--- src/rtl/chu_gpi_debounce_if.sv ---
// rtl/chu_gpi_debounce_if.sv - slot bus bundle for the GPI debounce core
// Purpose: groups the cs/read/write/addr/wr_data/rd_data slot bus.
// Ports: none; master modport drives the strobes and write data,
//        slave modport returns combinational rd_data.
interface chu_gpi_debounce_if;
  logic        cs;
  logic        read;
  logic        write;
  logic [4:0]  addr;
  logic [31:0] wr_data;
  logic [31:0] rd_data;

  modport master (
    output cs, read, write, addr, wr_data,
    input  rd_data
  );

  modport slave (
    input  cs, read, write, addr, wr_data,
    output rd_data
  );
endinterface

--- src/rtl/chu_gpi_debounce.sv ---
// rtl/chu_gpi_debounce.sv - synchronised, debounced GPI slot with sticky edge events
// Purpose: two-flop synchroniser and per-bit debounce counter on W raw inputs,
//          sticky rise/fall EVENT flags and a level interrupt.
// Ports: clk   - system clock
//        reset - asynchronous active-high reset
//        bus   - slot bus (cs/read/write/addr/wr_data in, rd_data out)
//        din   - raw asynchronous inputs [W-1:0]
//        irq   - level interrupt, OR of all EVENT bits
module chu_gpi_debounce #(
  parameter int W     = 8,
  parameter int CNT_W = 16
) (
  input  logic                clk,
  input  logic                reset,
  chu_gpi_debounce_if.slave   bus,
  input  logic [W-1:0]        din,
  output logic                irq
);

  localparam logic [4:0] ADDR_DATA     = 5'h00;
  localparam logic [4:0] ADDR_DEBOUNCE = 5'h01;
  localparam logic [4:0] ADDR_EVENT    = 5'h02;
  localparam logic [4:0] ADDR_RISE_EN  = 5'h03;
  localparam logic [4:0] ADDR_FALL_EN  = 5'h04;

  logic [W-1:0]     sync1;
  logic [W-1:0]     sync2;
  logic [W-1:0]     stable;
  logic [CNT_W-1:0] cnt [W];
  logic [CNT_W-1:0] db_reg;
  logic [W-1:0]     event_reg;
  logic [W-1:0]     rise_en;
  logic [W-1:0]     fall_en;

  logic             wr_db;
  logic             wr_event;
  logic             wr_rise;
  logic             wr_fall;
  logic [W-1:0]     upd;
  logic [W-1:0]     new_events;
  logic [W-1:0]     clr_mask;
  logic             unused_wr_bits;

  assign wr_db    = bus.cs && bus.write && (bus.addr == ADDR_DEBOUNCE);
  assign wr_event = bus.cs && bus.write && (bus.addr == ADDR_EVENT);
  assign wr_rise  = bus.cs && bus.write && (bus.addr == ADDR_RISE_EN);
  assign wr_fall  = bus.cs && bus.write && (bus.addr == ADDR_FALL_EN);

  // Bits of wr_data above W / CNT_W are intentionally dropped.
  assign unused_wr_bits = ^bus.wr_data;

  // A bit commits when its mismatch has survived db_reg+1 edges. A DEBOUNCE
  // write restarts every filter, so no bit may commit on that edge.
  always_comb begin
    upd = '0;
    for (int i = 0; i < W; i++) begin
      upd[i] = !wr_db && (sync2[i] != stable[i]) && (cnt[i] == db_reg);
    end
  end

  assign new_events = (upd & sync2 & rise_en) | (upd & ~sync2 & fall_en);
  assign clr_mask   = wr_event ? bus.wr_data[W-1:0] : '0;

  always_ff @(posedge clk or posedge reset) begin
    if (reset) begin
      sync1     <= '0;
      sync2     <= '0;
      stable    <= '0;
      db_reg    <= '0;
      event_reg <= '0;
      rise_en   <= '0;
      fall_en   <= '0;
      for (int i = 0; i < W; i++) begin
        cnt[i] <= '0;
      end
    end else begin
      sync1 <= din;
      sync2 <= sync1;

      if (wr_db)   db_reg  <= bus.wr_data[CNT_W-1:0];
      if (wr_rise) rise_en <= bus.wr_data[W-1:0];
      if (wr_fall) fall_en <= bus.wr_data[W-1:0];

      for (int i = 0; i < W; i++) begin
        if (wr_db || (sync2[i] == stable[i])) begin
          cnt[i] <= '0;
        end else if (upd[i]) begin
          stable[i] <= sync2[i];
          cnt[i]    <= '0;
        end else begin
          cnt[i] <= cnt[i] + CNT_W'(1);
        end
      end

      // A fresh event outranks a W1C of the same bit on the same edge.
      event_reg <= (event_reg & ~clr_mask) | new_events;
    end
  end

  assign irq = |event_reg;

  always_comb begin
    bus.rd_data = '0;
    if (bus.cs && bus.read) begin
      case (bus.addr)
        ADDR_DATA:     bus.rd_data[W-1:0]     = stable;
        ADDR_DEBOUNCE: bus.rd_data[CNT_W-1:0] = db_reg;
        ADDR_EVENT:    bus.rd_data[W-1:0]     = event_reg;
        ADDR_RISE_EN:  bus.rd_data[W-1:0]     = rise_en;
        ADDR_FALL_EN:  bus.rd_data[W-1:0]     = fall_en;
        default:       bus.rd_data            = '0;
      endcase
    end
  end

endmodule

--- src/flat_wrapper.sv ---
// flat-port wrapper written by rule: the top's interface ports become plain ports
module chu_gpi_debounce_flat 
#(
  parameter int W     = 8,
  parameter int CNT_W = 16
)
  (clk, reset, din, irq, bus_cs, bus_read, bus_write, bus_addr, bus_wr_data, bus_rd_data);
  chu_gpi_debounce_if bus_i ();
  input  logic clk;
  input  logic reset;
  input  logic [W-1:0] din;
  output logic irq;
  input wire logic [$bits(bus_i.cs)-1:0] bus_cs;
  input wire logic [$bits(bus_i.read)-1:0] bus_read;
  input wire logic [$bits(bus_i.write)-1:0] bus_write;
  input wire logic [$bits(bus_i.addr)-1:0] bus_addr;
  input wire logic [$bits(bus_i.wr_data)-1:0] bus_wr_data;
  output wire logic [$bits(bus_i.rd_data)-1:0] bus_rd_data;
  assign bus_i.cs = bus_cs;
  assign bus_i.read = bus_read;
  assign bus_i.write = bus_write;
  assign bus_i.addr = bus_addr;
  assign bus_i.wr_data = bus_wr_data;
  assign bus_rd_data = bus_i.rd_data;
  chu_gpi_debounce #(.W(W), .CNT_W(CNT_W)) u_core (.clk(clk), .reset(reset), .bus(bus_i), .din(din), .irq(irq));
endmodule
--- config.mk ---
export PLATFORM = sky130hd
export DESIGN_NAME = chu_gpi_debounce_flat
export DESIGN_NICKNAME = d
export VERILOG_FILES = /design/src/rtl/chu_gpi_debounce_if.sv /design/src/rtl/chu_gpi_debounce.sv /design/src/flat_wrapper.sv
export SDC_FILE = /design/constraint.sdc
export NUM_CORES = 1
export LEC_CHECK = 0
export BUFFER_PORTS_ARGS = -buffer_cell sky130_fd_sc_hd__buf_2
export CELL_PAD_IN_SITES_DETAIL_PLACEMENT = 0
export CELL_PAD_IN_SITES_GLOBAL_PLACEMENT = 1
export CORE_ASPECT_RATIO = 0.8
export CORE_MARGIN = 4
export CORE_UTILIZATION = 50
export DETAILED_ROUTE_END_ITERATION = 8
export GPL_ROUTABILITY_DRIVEN = 0
export PLACE_DENSITY = 0.89
export SKIP_LAST_GASP = 1
export SYNTH_ARGS = -nofsm -noshare
export SYNTH_HDL_FRONTEND = slang
export SYNTH_SLANG_ARGS = --single-unit
--- constraint.sdc ---
create_clock -name clk -period 9.4 [get_ports clk]
set_input_delay 0.47 -clock clk [delete_from_list [all_inputs] [get_ports clk]]
set_output_delay 0.47 -clock clk [all_outputs]
set_load 0.02 [all_outputs]
==> results.json <==
{
  "status": "finished, final reports clean",
  "fin_tns_setup_ps": 0,
  "gr-total-overflow": 0,
  "cp_max_fo": 11,
  "numCtsBuffers": 17,
  "wire_per_inst_um": 17.6,
  "maxSlewViolCount": 0,
  "relSlewSlack_pct": 27.6,
  "antenna_cells": 0,
  "antenna_found_initial": 0,
  "finish.instance_area_um2": 11200,
  "critPathRequiredTime_ps": 8930,
  "rows": 46,
  "p_sw_share_pct": 34.1,
  "synth_mux_area_share_pct": 2.73,
  "synthAdderAreaFrac_pct": 0.972,
  "p_sw_uw": 767,
  "clockRootBuffer": "clkbuf_16",
  "fp.dieW_um": 168,
  "p_int_mw": 1.48,
  "fmax_mhz": 337,
  "finalCriticalPeriod_ps": 2970,
  "die_h_um": 136,
  "worst-setup-path-type": "in -> out",
  "drt_iter0_markers": 563,
  "htreeDepth": 4,
  "largest_reg_flops": 128,
  "grt_first_pass_wirelength_mm": 39.0,
  "p_per_area_nw_per_um2": 201,
  "hold_violations": 0,
  "cts.sinks": 192,
  "synth-simple-area-share_pct": 22.3,
  "cts_setup_buffers": 0,
  "post-route-period-util_pct": 31.6,
  "synthTopCellsByArea": "dfrtp_1 (47%), xor2_1 (17%), nor2_1 (5.8%)",
  "maxCapViolCount": 0,
  "io_pins": 83,
  "start_util_pct": 51.4,
  "dp_hpwl_mm": 15.3,
  "p_leak_nw": 5.56,
  "yosys_warnings": 0,
  "synth_xor_area_share_pct": 21.1,
  "clk_pin_slew_ps": 70,
  "synth.top_cell.area_share_pct": 46.6,
  "netlist_area_um2": 10300,
  "ys_seq_area_share_pct": 46.6,
  "cts_tree": "yes",
  "cts_buffer_depth": 2,
  "fill_cells": 1749,
  "synthToLayoutAreaGrowth_pct": 8.84,
  "setup.worst_path.start_class": "primary input",
  "first_pass_iters": 5,
  "synth_top_family_by_area": "simple AND/OR/NAND/NOR gates",
  "grt_pass1_vias": 7110,
  "drive_gt1_share_pct": 11.0,
  "fin_util_pct": 56.0,
  "synth_compound_area_share_pct": 2.50,
  "synth_cell_type_count": 35,
  "syn_area_per_cell_um2": 9.97,
  "worst_pin_slew_ps": 1090,
  "hold_path.class": "in -> reg",
  "hold_buffers": 0,
  "drt-total-wl_mm": 23.6,
  "skew_ps": 11.0,
  "vias_per_cell": 5.48,
  "track_usage_pct": 21.6,
  "drc": 0,
  "portBuffers": 50,
  "ys_seq_elements": 192,
  "ir_drop_mv": 0.143,
  "crit_path_end_kind": "output port",
  "final_nets": 1126,
  "setup_viol": 0,
  "power_frac_comb_pct": 19.6,
  "rsz0062_at_grt": "false",
  "yosys.area.top_type": "dfrtp_1",
  "whs_ps": 129,
  "core_area_um2": 20000,
  "cp.arrival_ps": 2500,
  "grt_max_degree": 120,
  "ctsResizeCount": 0,
  "die_area_um2": 23000,
  "worstSkewPairLatency_ps": 440,
  "postPlaceCellArea_um2": 10600,
  "seq_power_share_pct": 48.0,
  "antenna_left": 0,
  "clockPowerShare_pct": 32.4,
  "vias": 7371,
  "syn_inst": 1033
}
## through the flow
step                      setup slack (ps)  cells  power (mW)
after floorplan                       3700   1048        1.42
after global placement                6060   1313        1.52
after detailed placement              6010   1313        1.53
after CTS                             6430   1345        2.26
after global routing                  6300   1345        2.37
final                                 6430   1345        2.25
## cell usage in the layout, fill, tap and decap left out, types with 2 or more instances in the layout
cell / Yosys / layout
xor2_1: 199 / 199
dfrtp_1: 192 / 192
nor2_1: 158 / 158
nand2_1: 101 / 101
nand3_1: 51 / 51
buf_2: 20 / 50
xnor2_1: 49 / 49
nor4_1: 34 / 34
nand4_1: 25 / 25
mux2_2: 21 / 21
and4_1: 19 / 19
nor3_1: 18 / 18
nand3b_1: 18 / 18
and3_1: 17 / 17
clkbuf_16: 0 / 17
conb_1: 1 / 16
inv_1: 15 / 14
and2_1: 8 / 8
a222oi_1: 8 / 8
a22oi_1: 8 / 8
a21oi_1: 8 / 8
a22o_1: 8 / 8
ha_1: 8 / 8
nand3_4: 4 / 4
clkinv_2: 0 / 4
clkinvlp_4: 0 / 4
inv_8: 0 / 3
mux2_4: 3 / 3
inv_6: 0 / 3
nor2_2: 2 / 2
nand2b_1: 2 / 2
bufinv_16: 0 / 2
## metal layers
layer | up-vias | track usage (%) | share of wire [%]
met3 | 29 | 4.33 | 6.5
met4 | 0 | 5.59 | 1.5
met2 | 210 | 31.3 | 43
li1 | 3515 | - | -
met5 | - | 0 | 0
met1 | 3617 | 33.2 | 49
## final cells by class
| cell class | count | area, um^2 | share of cell area (%) |
|---|---|---|---|
| clock buffer | 17 | 425 | 3.79 |
| multi-input combinational | 791 | 5170 | 46.1 |
| inverter | 15 | 63.8 | 0.569 |
| timing repair buffer | 51 | 258 | 2.30 |
| sequential | 192 | 4800 | 42.8 |
| tap | 264 | 330 | 2.95 |
| clock inverter | 15 | 159 | 1.42 |
## kinds of logic after synthesis
| family | Yosys count |
|---|---|
| AND/OR/NAND/NOR | 462 |
| flip-flops | 192 |
| adder cells (fa/ha/maj) | 8 |
| AO/OA/AOI/OAI | 33 |
| XOR/XNOR | 248 |
| multiplexers | 24 |
| buffers and inverters | 65 |
| other | 1 |
## synthesized netlist by cell type
cell	n
nand2b_1	2
and3_1	17
a22oi_1	8
buf_4	26
mux2_2	21
buf_6	2
nor3b_4	1
nand3_1	51
or3b_2	1
nand2_1	101
a222oi_1	8
inv_1	15
nor2_1	158
conb_1	1
nand4_1	25
or3_4	1
xor2_1	199
xnor2_1	49
a21oi_1	8
and4_1	19
nor3_2	1
mux2_4	3
buf_2	20
dfrtp_1	192
nor4_1	34
clkbuf_1	2
ha_1	8
a22o_1	8
nor2_2	2
nor3b_2	1
o211ai_1	1
nand3_4	4
nand3b_1	18
nor3_1	18
and2_1	8
## worst paths after layout
check / from / end / slack [ps] / depth (start not counted)
max: bus_addr[3] / bus_rd_data[12] / 6430 / 6
min: din[6] / u_core.sync1[6] / 130 / 1
max reg2reg: u_core.db_reg[12] / u_core.cnt[52] / 6900 / 5
min reg2reg: u_core.sync1[6] / u_core.sync2[6] / 350 / 0
max in group asynchronous: reset / u_core.cnt[123] / 7770 / 3
min in group asynchronous: reset / u_core.cnt[17] / 190 / 2
## power groups by stage
stage / clock, mW / combinational (mW) / sequential (mW)
floorplan: 0 / 0.418 / 0.998
global placement: 0 / 0.432 / 1.09
detailed placement: 0 / 0.442 / 1.09
CTS: 0.741 / 0.446 / 1.08
global route: 0.779 / 0.499 / 1.09
finish: 0.730 / 0.440 / 1.08
## critical path, cell delays in order
cell and delay, ps:
buf_2 110, or3_4 410, nor3b_2 680, and3_1 480, and2_1 180, buf_2 160
Note: power is estimated with default switching activity, not from simulation.
